[config.mk]
export PLATFORM = sky130hd
export DESIGN_NAME = i2s_capture_ctrl_flat
export DESIGN_NICKNAME = d
export VERILOG_FILES = /design/src/rtl/i2s_capture_ctrl_if.sv /design/src/rtl/i2s_capture_ctrl.sv /design/src/flat_wrapper.sv
export SDC_FILE = /design/constraint.sdc
export NUM_CORES = 1
export LEC_CHECK = 0
export ABC_AREA = 1
export BUFFER_PORTS_ARGS = -buffer_cell sky130_fd_sc_hd__buf_4
export CORE_UTILIZATION = 45
export DETAILED_ROUTE_END_ITERATION = 10
export GPL_TIMING_DRIVEN = 0
export HOLD_SLACK_MARGIN = 0.12
export PLACE_DENSITY = 0.7
export SLEW_MARGIN = 20
export SYNTH_ARGS = -nofsm -noshare
export SYNTH_HDL_FRONTEND = slang
export SYNTH_SLANG_ARGS = --single-unit
[constraint.sdc]
create_clock -name clk -period 2.5 [get_ports clk]
set_input_delay 0.375 -clock clk [delete_from_list [all_inputs] [get_ports clk]]
set_output_delay 0.375 -clock clk [all_outputs]
set_load 0.005 [all_outputs]
[src/rtl/i2s_capture_ctrl_if.sv]
// i2s_capture_ctrl_if
//   Groups the I2S capture controller's serial, buffer-write and buffer-read
//   signals into one bundle.
//   master : the capture controller. It drives sck/ws, the write port and the grants.
//   slave  : the environment. It drives ena, sd_in and the read requests.
//   With I2S_CAPTURE_FRAME_CNT_EN defined, the bundle also carries frame_count[7:0].
interface i2s_capture_ctrl_if #(
    parameter int NUMBER_OF_BITS = 8
);
    logic                      ena;
    logic                      sd_in;
    logic                      sck_out;
    logic                      ws_out;
    logic                      buf_wr_en;
    logic                      buf_wr_ch;
    logic [3:0]                buf_wr_addr;
    logic [NUMBER_OF_BITS-1:0] buf_wr_data;
    logic [1:0]                rd_req;
    logic [3:0]                rd_ofs0;
    logic [3:0]                rd_ofs1;
    logic [1:0]                rd_gnt;
    logic [3:0]                buf_rd_addr;
`ifdef I2S_CAPTURE_FRAME_CNT_EN
    logic [7:0]                frame_count;
`endif

    modport master (
        input  ena, sd_in, rd_req, rd_ofs0, rd_ofs1,
        output sck_out, ws_out, buf_wr_en, buf_wr_ch, buf_wr_addr, buf_wr_data,
        output rd_gnt, buf_rd_addr
`ifdef I2S_CAPTURE_FRAME_CNT_EN
        , output frame_count
`endif
    );

    modport slave (
        output ena, sd_in, rd_req, rd_ofs0, rd_ofs1,
        input  sck_out, ws_out, buf_wr_en, buf_wr_ch, buf_wr_addr, buf_wr_data,
        input  rd_gnt, buf_rd_addr
`ifdef I2S_CAPTURE_FRAME_CNT_EN
        , input frame_count
`endif
    );
endinterface

[src/rtl/i2s_capture_ctrl.sv]
// i2s_capture_ctrl
//   I2S master receiver. The block generates SCK and WS, deserializes sd_in
//   MSB-first with the standard one-bit delay, and writes each channel
//   sample into an external frame buffer. The buffer holds
//   SAMPLES_BUFFER_SIZE frames, and one slot holds one frame.
//   Two readers share the buffer read address through a round-robin
//   arbiter. Each reader addresses a frame by its age relative to the
//   newest completed frame.
// Ports
//   clk, rst_n : clock and asynchronous active-low reset.
//   bus        : i2s_capture_ctrl_if.master. It carries the following signals:
//     - ena and sd_in (inputs).
//     - sck_out and ws_out (outputs).
//     - buf_wr_en, buf_wr_ch, buf_wr_addr and buf_wr_data (outputs).
//     - rd_req, rd_ofs0 and rd_ofs1 (inputs).
//     - rd_gnt and buf_rd_addr (outputs).
// Option
//   I2S_CAPTURE_FRAME_CNT_EN adds bus.frame_count. It is a saturating
//   count of completed frames.
module i2s_capture_ctrl #(
    parameter int NUMBER_OF_BITS      = 8,
    parameter int SAMPLES_BUFFER_SIZE = 10,
    parameter int SCK_DIV             = 2
) (
    input  logic               clk,
    input  logic               rst_n,
    i2s_capture_ctrl_if.master bus
);
    localparam int            CW       = $clog2(NUMBER_OF_BITS + 1);
    localparam logic [CW-1:0] LAST_BIT = CW'(NUMBER_OF_BITS - 1);
    localparam logic [3:0]    DIV_LAST = 4'(SCK_DIV - 1);
    localparam logic [3:0]    PTR_LAST = 4'(SAMPLES_BUFFER_SIZE - 1);

    typedef enum logic [1:0] {IDLE, SYNC, SHIFT, COMMIT} state_t;

    state_t                    state_q, state_d;
    logic [3:0]                div_cnt_q, div_cnt_d;
    logic                      sck_q, sck_d;
    logic                      ws_q, ws_d;
    logic [CW-1:0]             fall_cnt_q, fall_cnt_d;
    logic [CW-1:0]             bit_cnt_q, bit_cnt_d;
    logic                      skip_q, skip_d;
    logic                      ch_q, ch_d;
    logic [NUMBER_OF_BITS-1:0] shift_q, shift_d;
    logic [3:0]                wr_ptr_q, wr_ptr_d;
    logic [3:0]                last_ptr_q, last_ptr_d;
    logic                      last_vld_q, last_vld_d;
    logic                      prio_q, prio_d;
    logic [1:0]                gnt_q, gnt_d;
    logic [3:0]                rd_addr_q, rd_addr_d;
`ifdef I2S_CAPTURE_FRAME_CNT_EN
    logic [7:0]                frame_cnt_q, frame_cnt_d;
`endif

    logic tick, sck_rise, sck_fall, ws_wrap;
    logic sel;
    logic [3:0] ofs_raw, ofs_sat;

    assign tick     = (div_cnt_q == DIV_LAST);
    assign sck_rise = tick & ~sck_q;
    assign sck_fall = tick & sck_q;
    // WS flips on the last SCK fall of each NUMBER_OF_BITS-period word.
    assign ws_wrap  = sck_fall && (fall_cnt_q == LAST_BIT);

    // Clock generation and capture FSM
    always_comb begin
        state_d    = state_q;
        div_cnt_d  = div_cnt_q;
        sck_d      = sck_q;
        ws_d       = ws_q;
        fall_cnt_d = fall_cnt_q;
        bit_cnt_d  = bit_cnt_q;
        skip_d     = skip_q;
        ch_d       = ch_q;
        shift_d    = shift_q;
        wr_ptr_d   = wr_ptr_q;
        last_ptr_d = last_ptr_q;
        last_vld_d = last_vld_q;
`ifdef I2S_CAPTURE_FRAME_CNT_EN
        frame_cnt_d = frame_cnt_q;
`endif

        if (state_q != IDLE) begin
            div_cnt_d = tick ? 4'd0 : div_cnt_q + 4'd1;
            if (tick) sck_d = ~sck_q;
            if (sck_fall) fall_cnt_d = ws_wrap ? '0 : fall_cnt_q + CW'(1);
            if (ws_wrap) ws_d = ~ws_q;
        end

        case (state_q)
            IDLE: begin
                if (bus.ena) state_d = SYNC;
            end
            SYNC: begin
                if (!bus.ena) begin
                    state_d = IDLE;
                end else if (ws_wrap && ws_q) begin
                    // On the first 1->0 WS edge, the next rise carries the
                    // LSB of a right word that was never captured. Skip it.
                    state_d   = SHIFT;
                    skip_d    = 1'b1;
                    bit_cnt_d = '0;
                    ch_d      = 1'b0;
                end
            end
            SHIFT: begin
                if (sck_rise) begin
                    if (skip_q) begin
                        skip_d = 1'b0;
                    end else begin
                        shift_d    = shift_q << 1;
                        shift_d[0] = bus.sd_in;
                        bit_cnt_d  = bit_cnt_q + CW'(1);
                        if (bit_cnt_q == LAST_BIT) state_d = COMMIT;
                    end
                end
            end
            COMMIT: begin
                bit_cnt_d = '0;
                ch_d      = ~ch_q;
                state_d   = SHIFT;
                if (ch_q) begin
                    wr_ptr_d   = (wr_ptr_q == PTR_LAST) ? 4'd0 : wr_ptr_q + 4'd1;
                    last_ptr_d = wr_ptr_q;
                    last_vld_d = 1'b1;
`ifdef I2S_CAPTURE_FRAME_CNT_EN
                    if (frame_cnt_q != 8'hFF) frame_cnt_d = frame_cnt_q + 8'd1;
`endif
                    // Stopping is only allowed on a frame boundary.
                    if (!bus.ena) state_d = IDLE;
                end
            end
            default: state_d = IDLE;
        endcase

        // Park the clocks when entering IDLE. This keeps SCK low for the
        // whole IDLE period, and the next SYNC starts from a known phase.
        if (state_d == IDLE) begin
            div_cnt_d  = 4'd0;
            sck_d      = 1'b0;
            ws_d       = 1'b1;
            fall_cnt_d = '0;
        end
    end

    // Round-robin read arbiter. It uses last_ptr_q, so a grant during a
    // right commit addresses the frame from before the update.
    always_comb begin
        gnt_d     = 2'b00;
        prio_d    = prio_q;
        rd_addr_d = rd_addr_q;
        sel       = bus.rd_req[1] & (~bus.rd_req[0] | prio_q);
        ofs_raw   = sel ? bus.rd_ofs1 : bus.rd_ofs0;
        ofs_sat   = (ofs_raw > PTR_LAST) ? PTR_LAST : ofs_raw;
        if (last_vld_q && (|bus.rd_req)) begin
            gnt_d  = sel ? 2'b10 : 2'b01;
            prio_d = ~sel;
            if (last_ptr_q >= ofs_sat)
                rd_addr_d = last_ptr_q - ofs_sat;
            else
                rd_addr_d = 4'({1'b0, last_ptr_q} + 5'(SAMPLES_BUFFER_SIZE) - {1'b0, ofs_sat});
        end
    end

    always_ff @(posedge clk or negedge rst_n) begin
        if (!rst_n) begin
            state_q    <= IDLE;
            div_cnt_q  <= 4'd0;
            sck_q      <= 1'b0;
            ws_q       <= 1'b1;
            fall_cnt_q <= '0;
            bit_cnt_q  <= '0;
            skip_q     <= 1'b0;
            ch_q       <= 1'b0;
            shift_q    <= '0;
            wr_ptr_q   <= 4'd0;
            last_ptr_q <= 4'd0;
            last_vld_q <= 1'b0;
            prio_q     <= 1'b0;
            gnt_q      <= 2'b00;
            rd_addr_q  <= 4'd0;
`ifdef I2S_CAPTURE_FRAME_CNT_EN
            frame_cnt_q <= 8'd0;
`endif
        end else begin
            state_q    <= state_d;
            div_cnt_q  <= div_cnt_d;
            sck_q      <= sck_d;
            ws_q       <= ws_d;
            fall_cnt_q <= fall_cnt_d;
            bit_cnt_q  <= bit_cnt_d;
            skip_q     <= skip_d;
            ch_q       <= ch_d;
            shift_q    <= shift_d;
            wr_ptr_q   <= wr_ptr_d;
            last_ptr_q <= last_ptr_d;
            last_vld_q <= last_vld_d;
            prio_q     <= prio_d;
            gnt_q      <= gnt_d;
            rd_addr_q  <= rd_addr_d;
`ifdef I2S_CAPTURE_FRAME_CNT_EN
            frame_cnt_q <= frame_cnt_d;
`endif
        end
    end

    // The shift register stays still for the whole COMMIT cycle, because
    // SCK rises are at least two clk cycles apart. It can therefore drive
    // the write data directly.
    assign bus.sck_out     = sck_q;
    assign bus.ws_out      = ws_q;
    assign bus.buf_wr_en   = (state_q == COMMIT);
    assign bus.buf_wr_ch   = ch_q;
    assign bus.buf_wr_addr = wr_ptr_q;
    assign bus.buf_wr_data = shift_q;
    assign bus.rd_gnt      = gnt_q;
    assign bus.buf_rd_addr = rd_addr_q;
`ifdef I2S_CAPTURE_FRAME_CNT_EN
    assign bus.frame_count = frame_cnt_q;
`endif
endmodule
[src/flat_wrapper.sv]
// flat-port wrapper written by rule: the top's interface ports become plain ports
module i2s_capture_ctrl_flat 
#(
    parameter int NUMBER_OF_BITS      = 8,
    parameter int SAMPLES_BUFFER_SIZE = 10,
    parameter int SCK_DIV             = 2
)
  (clk, rst_n, bus_ena, bus_sd_in, bus_rd_req, bus_rd_ofs0, bus_rd_ofs1, bus_sck_out, bus_ws_out, bus_buf_wr_en, bus_buf_wr_ch, bus_buf_wr_addr, bus_buf_wr_data, bus_rd_gnt, bus_buf_rd_addr);
  i2s_capture_ctrl_if #(.NUMBER_OF_BITS(NUMBER_OF_BITS)) bus_i ();
  input  logic clk;
  input  logic rst_n;
  input wire logic [$bits(bus_i.ena)-1:0] bus_ena;
  input wire logic [$bits(bus_i.sd_in)-1:0] bus_sd_in;
  input wire logic [$bits(bus_i.rd_req)-1:0] bus_rd_req;
  input wire logic [$bits(bus_i.rd_ofs0)-1:0] bus_rd_ofs0;
  input wire logic [$bits(bus_i.rd_ofs1)-1:0] bus_rd_ofs1;
  output wire logic [$bits(bus_i.sck_out)-1:0] bus_sck_out;
  output wire logic [$bits(bus_i.ws_out)-1:0] bus_ws_out;
  output wire logic [$bits(bus_i.buf_wr_en)-1:0] bus_buf_wr_en;
  output wire logic [$bits(bus_i.buf_wr_ch)-1:0] bus_buf_wr_ch;
  output wire logic [$bits(bus_i.buf_wr_addr)-1:0] bus_buf_wr_addr;
  output wire logic [$bits(bus_i.buf_wr_data)-1:0] bus_buf_wr_data;
  output wire logic [$bits(bus_i.rd_gnt)-1:0] bus_rd_gnt;
  output wire logic [$bits(bus_i.buf_rd_addr)-1:0] bus_buf_rd_addr;
  assign bus_i.ena = bus_ena;
  assign bus_i.sd_in = bus_sd_in;
  assign bus_i.rd_req = bus_rd_req;
  assign bus_i.rd_ofs0 = bus_rd_ofs0;
  assign bus_i.rd_ofs1 = bus_rd_ofs1;
  assign bus_sck_out = bus_i.sck_out;
  assign bus_ws_out = bus_i.ws_out;
  assign bus_buf_wr_en = bus_i.buf_wr_en;
  assign bus_buf_wr_ch = bus_i.buf_wr_ch;
  assign bus_buf_wr_addr = bus_i.buf_wr_addr;
  assign bus_buf_wr_data = bus_i.buf_wr_data;
  assign bus_rd_gnt = bus_i.rd_gnt;
  assign bus_buf_rd_addr = bus_i.buf_rd_addr;
  i2s_capture_ctrl #(.NUMBER_OF_BITS(NUMBER_OF_BITS), .SAMPLES_BUFFER_SIZE(SAMPLES_BUFFER_SIZE), .SCK_DIV(SCK_DIV)) u_core (.clk(clk), .rst_n(rst_n), .bus(bus_i));
endmodule
== After elaboration in Yosys (flattened, before gate mapping) ==
Index checks and enable logic that the tools add are counted.
W data, S select, Z words.

* $add $sub $neg: 7
* $mul: 0
* Div/mod/pow operators: 0
* Magnitude comparators: 2
* Equal/unequal tests: 11
* Shift-type cells: 0
* Muxes and demuxes: 40
* Bitwise gates (word level): 10
* Reduce and logical (&&, ||, !) cells: 22

{| class="wikitable"
|+ Operators with widths
! kind !! number
|-
| $mux W4 || 15
|-
| $mux W2 || 10
|-
| $add A4 B1 Y4 const B || 4
|-
| $reduce_bool A2 Y1 || 7
|-
| $pmux W4 S3 || 1
|-
| $mux W1 || 11
|-
| $eq A4 B3 Y1 const B || 2
|-
| $pmux W2 S4 || 1
|-
| $reduce_and A2 Y1 || 4
|-
| $sub A4 B4 Y4 || 2
|-
| $not A1 Y1 || 6
|-
| $reduce_and A3 Y1 || 2
|-
| $reduce_and A5 Y1 || 1
|-
| $add A4 B4 Y4 const B || 1
|-
| $eq A2 B2 Y1 const B || 2
|-
| $eq A4 B1 Y1 const B || 1
|-
| $eq A4 B4 Y1 const B || 1
|-
| $ge A4 B4 Y1 || 1
|-
| $gt A4 B4 Y1 const B || 1
|-
| $logic_not A2 Y1 || 2
|-
| $ne A2 B1 Y1 const B || 2
|-
| $ne A2 B2 Y1 const B || 2
|-
| $pmux W1 S2 || 2
|-
| $reduce_and A4 Y1 || 1
|-
| 6 further kinds || 10
|}

* Bits in registers: 42
* Latch bits: 0
* RAM bits: 0
* ROM bits: 0
* Bits of input ports: 14
* Word-level logic and storage cells: 107
* Memories: 0

== Depth between registers and ports, before layout ==
* Word-level depth: 10
* Mapped depth: 15
* Mapped depth without buffers: 15

== Worst setup path before layout ==
OpenSTA, ideal clock, no wires.

* Path type: input -> register
* Start: input bus_rd_req[0]
* End: register u_core.rd_addr_q[3], in the netlist u_core.bus.buf_rd_addr[3]
* Library setup time: 82 ps
* Data arrival time: 2361 ps
* Data required time: 2418 ps
* Slack: 57 ps
* Cell stages on the path: 12
* Buffers on the path: 0
* Cells stage by stage: inv_1 > o21ai_1 > o21ai_0 > inv_1 > nand2_1 > ha_1 > inv_1 > ha_1 > fa_1 > xor2_1 > nand3_1 > a31oi_1

* Word-level cells in the longest chain between the ends: 8
* Elaborated cells between the ends (all ways): 12
* Those cells by class: 2 x add/sub; 2 x order compare; 3 x mux; 3 x bitwise; 2 x reduce/logical

{| class="wikitable"
|+ Ends and longest elaborated chain
! what !! line !! text
|-
| from (decl) || flat_wrapper.sv:14 || <nowiki>input wire logic [$bits(bus_i.rd_req)-1:0] bus_rd_req;</nowiki>
|-
| $not A1 Y1 || i2s_capture_ctrl.sv:152 || <nowiki>sel = bus.rd_req[1] & (~bus.rd_req[0] | prio_q);</nowiki>
|-
| $or A1 B1 Y1 || i2s_capture_ctrl.sv:152 ||
|-
| $and A1 B1 Y1 || i2s_capture_ctrl.sv:152 ||
|-
| $mux W4 || i2s_capture_ctrl.sv:153 || <nowiki>ofs_raw = sel ? bus.rd_ofs1 : bus.rd_ofs0;</nowiki>
|-
| $gt A4 B4 Y1 || i2s_capture_ctrl.sv:154 || <nowiki>ofs_sat = (ofs_raw > PTR_LAST) ? PTR_LAST : ofs_raw;</nowiki>
|-
| $mux W4 || i2s_capture_ctrl.sv:154 ||
|-
| $sub A4 B4 Y4, or another cell as far along || i2s_capture_ctrl.sv:161 || <nowiki>rd_addr_d = 4'({1'b0, last_ptr_q} + 5'(SAMPLES_BUFFER_SIZE) - {1'b0, ofs_sat});</nowiki>
|-
| $mux W4 || i2s_capture_ctrl.sv:158 || <nowiki>if (last_ptr_q >= ofs_sat)</nowiki>
|-
| to (signal assigned) || i2s_capture_ctrl.sv:200 || <nowiki>rd_addr_q <= rd_addr_d;</nowiki>
|-
| to (decl) || i2s_capture_ctrl.sv:50 || <nowiki>logic [3:0] rd_addr_q, rd_addr_d;</nowiki>
|}

Several ways; a longest one is shown, not always the timed one.
A chain may end at the register's enable or synchronous reset.

== Worst setup path after layout ==
* Start: register u_core.prio_q
* End: register u_core.rd_addr_q[3], in the netlist u_core.bus.buf_rd_addr[3]

* Word-level cells in the longest chain between the ends: 7
* Elaborated cells between the ends (all ways): 9
* Those cells by class: 2 x add/sub; 2 x order compare; 3 x mux; 2 x bitwise

{| class="wikitable"
|+ Ends and longest elaborated chain
! what !! line !! text
|-
| from (decl) || i2s_capture_ctrl.sv:48 || <nowiki>logic prio_q, prio_d;</nowiki>
|-
| from (signal assigned) || i2s_capture_ctrl.sv:198 || <nowiki>prio_q <= prio_d;</nowiki>
|-
| $or A1 B1 Y1 (*) || i2s_capture_ctrl.sv:152 ||
|-
| $and A1 B1 Y1 (*) || i2s_capture_ctrl.sv:152 ||
|-
| $mux W4 (*) || i2s_capture_ctrl.sv:153 ||
|-
| $gt A4 B4 Y1 || i2s_capture_ctrl.sv:154 ||
|-
| $mux W4 (*) || i2s_capture_ctrl.sv:154 ||
|-
| $sub A4 B4 Y4, or another cell as far along || i2s_capture_ctrl.sv:161 ||
|-
| $mux W4 (*) || i2s_capture_ctrl.sv:158 ||
|}

Mark *: on every way between the ends. The rest lies on a longest branch, timed or not.

==> reports/metrics.cfg <==
[finish]
drive_above_1_share_pct=25.8
nNetsFinal=355
antenna_cells=0
final_util_pct=60.0
final_cell_count_no_fill=393
fill_cells=429
area_growth_pct=24.9

[logic_synthesis]
seq_area_frac_synth_pct=45.2
ys_seq_elements=42
netlist.area_leader.share_pct=44.0
ys_types=34
synth_ff_type=dfrtp_1
synthMostInstantiatedCell=nand2_1
netlist_area_mm2=0.00233
synthArstFlopShare_pct=100
synth_warnings=0
syn_nets=306
avgSynthCellArea_um2=8.41
synthTopCellsByCount=73 x nand2_1, 41 x dfrtp_1, 41 x inv_1
postSynthCellCount=277
synth.largest_area_cell=dfrtp_1
ys_top_cells_by_area=dfrtp_1 44%, nand2_1 12%, inv_1 6.6%
synth_edf_count=0

[clock_tree]
cts-buffers-inserted=5
clk_transition_reported_paths_ns=0.08
clock_path_buffers=2
cts_root_buf=clkbuf_8
clock_latency_ns=0.29
tritoncts=yes
htree_levels=2
cts.sinks=42

[worst_setup_path]
arrival_ns=2.56
crit_path_end_kind=flip-flop
r2r_start=u_core.prio_q
required_ns=2.71
critPathKind=flip-flop to flip-flop
worst-path-max-fanout=5
rrSetupSlack_ns=0.15
cp-start-kind=flip-flop
reg2reg_to=u_core.bus.buf_rd_addr[3]
ff2ff_path_depth=13

[routing]
drtAntennaViolNets=0
drt_iter0_drc=116
wl_met1_mm=2.11
drt_wl_total_mm=4.55
top_layer=met4
drc=0
firstDrtPassIters=4
wl_met3_um=163
wl_met2_mm=2.20
via_per_inst=4.82
vias=1895
wl_per_cell_um=11.6

[hold_path]
worstHoldStart=bus_sd_in
hold_depth=3
min_path_type=input port to flip-flop
holdPathEnd=u_core.bus.buf_wr_data[0]

[global_routing]
grt_max_degree=43
antenna_found_initial=0
grt_overflow=0
grt_usage_pct=18.2
grt_pass1_wl_mm=7.73
first_global_vias=1770

[timing]
maxSlewHeadroom_pct=62.6
worst_pin_slew_ns=0.558
final.period_utilization_pct=93.9
max_freq_ghz=0.426
finalClockSkew_ns=0.00760
hold_slack_ns=0.282
fin_crit_ns=2.35
report.final.slew_viol_count=0
hold_violations=0
setup_violations=0

[power_and_ir_drop]
pwr_density_cell_mw_per_mm2=1100
ir_drop_uv=405
p_leak_nw=1.48
power_mw=3.20

[placement]
place_hpwl_mm=3.12
numPortBuffers=35
gp_congestion=0.846
placed_cells=379

[die]
die_area_mm2=0.00547
start_util_pct=48.1
rows=25
coreArea_mm2=0.00485
pin_count=36
die_height_um=74.0
die_x_um=74.0

[flow_run]
maxCapViolCount=0

[run_status]
outcome=finished, final reports clean

-- state kept, by name, indices dropped and copies added (netlist names), 2 cells and up --
| signal | count |
|---|---|
| u_core.fall_cnt_q | 4 |
| u_core.bus.rd_gnt | 2 |
| u_core.bus.buf_rd_addr | 4 |
| u_core.bit_cnt_q | 4 |
| u_core.bus.buf_wr_addr | 4 |
| u_core.last_ptr_q | 4 |
| u_core.div_cnt_q | 4 |
| u_core.bus.buf_wr_data | 8 |
| u_core.state_q | 2 |
-- layout by cell type (no fill, tap or decap), types with 6 or more instances in the layout --
cell / n
nand3_1: 9
clkbuf_8: 6
nand2_1: 68
nor2_1: 18
nand2_2: 9
a21oi_1: 6
ha_1: 8
o21ai_0: 17
buf_4: 40
inv_1: 38
nand4_1: 9
dfrtp_1: 41
xor2_1: 9
-- worst max path at each step --
| stage | startpoint | to | cells after the start |
|---|---|---|---|
| floorplan | bus_rd_req[0] | u_core.bus.buf_rd_addr[3] | 12 |
| global placement | bus_rd_req[0] | u_core.bus.buf_rd_addr[1] | 16 |
| detailed placement | bus_rd_req[0] | u_core.bus.buf_rd_addr[1] | 16 |
| CTS | u_core.prio_q | u_core.bus.buf_rd_addr[1] | 14 |
| global route | u_core.prio_q | u_core.bus.buf_rd_addr[1] | 14 |
| finish | u_core.prio_q | u_core.bus.buf_rd_addr[3] | 13 |
-- stage by stage --
step           area [µm²]  setup TNS [ns]  setup slack [ns]
2_1_floorplan        2330               0            0.0569
3_3_place_gp         2680           -1.29            -0.450
3_5_place_dp         2680           -1.49            -0.502
4_1_cts              2840               0           0.00557
5_1_grt              2910         -0.0171           -0.0131
6_report             2910               0             0.152
-- metal layers --
layer	track usage, %	up-vias
met5	0	-
met4	4.49	0
met3	4.47	10
met2	30.8	35
met1	23.5	878
li1	-	972
-- final cells by class --
class / instances / area (µm²) / share of cell area [%]
tap: 67 / 83.8 / 2.88
inverter: 43 / 161 / 5.55
sequential: 42 / 1050 / 36.2
timing repair buffer: 42 / 322 / 11.1
multi-input combinational: 189 / 1160 / 39.7
clock buffer: 6 / 82.6 / 2.84
buffer: 3 / 21.3 / 0.731
clock inverter: 1 / 30.0 / 1.03
-- worst max-delay path: stages, from the launching register on --
cell     delay (ns)
dfrtp_1        0.42
o21ai_4        0.25
buf_6          0.13
nand2_1        0.05
nand2_2        0.08
o21ai_2        0.06
o21ai_1        0.10
ha_2           0.24
inv_2          0.05
ha_2           0.17
fa_2           0.33
xor2_1         0.13
nand3_1        0.09
a31oi_1        0.16
-- cells by family (layout without fill, tap and decap cells) --
group,count (synthesis),in the layout,synth area share [%]
simple gates,124,124,24.3
xor+xnor,10,10,3.76
compound gates,40,40,9.61
flops,42,42,45.2
buf+inv,46,95,7.84
fa+ha+maj,15,15,9.34
-- timing repair --
item,CTS,global route
buffers inserted,3,3
setup endpoints to repair,3,3
hold buffers,1,0
hold endpoints to repair,41,0
resized for setup,7,16
pin swaps,1,10
-- power breakdown --
part	internal [mW]	leakage [nW]	switching [mW]
registers	0.941	0.539	0.221
logic	0.674	0.886	0.825
clock network	0.319	0.0573	0.222
(Power assumes the default switching activity.)
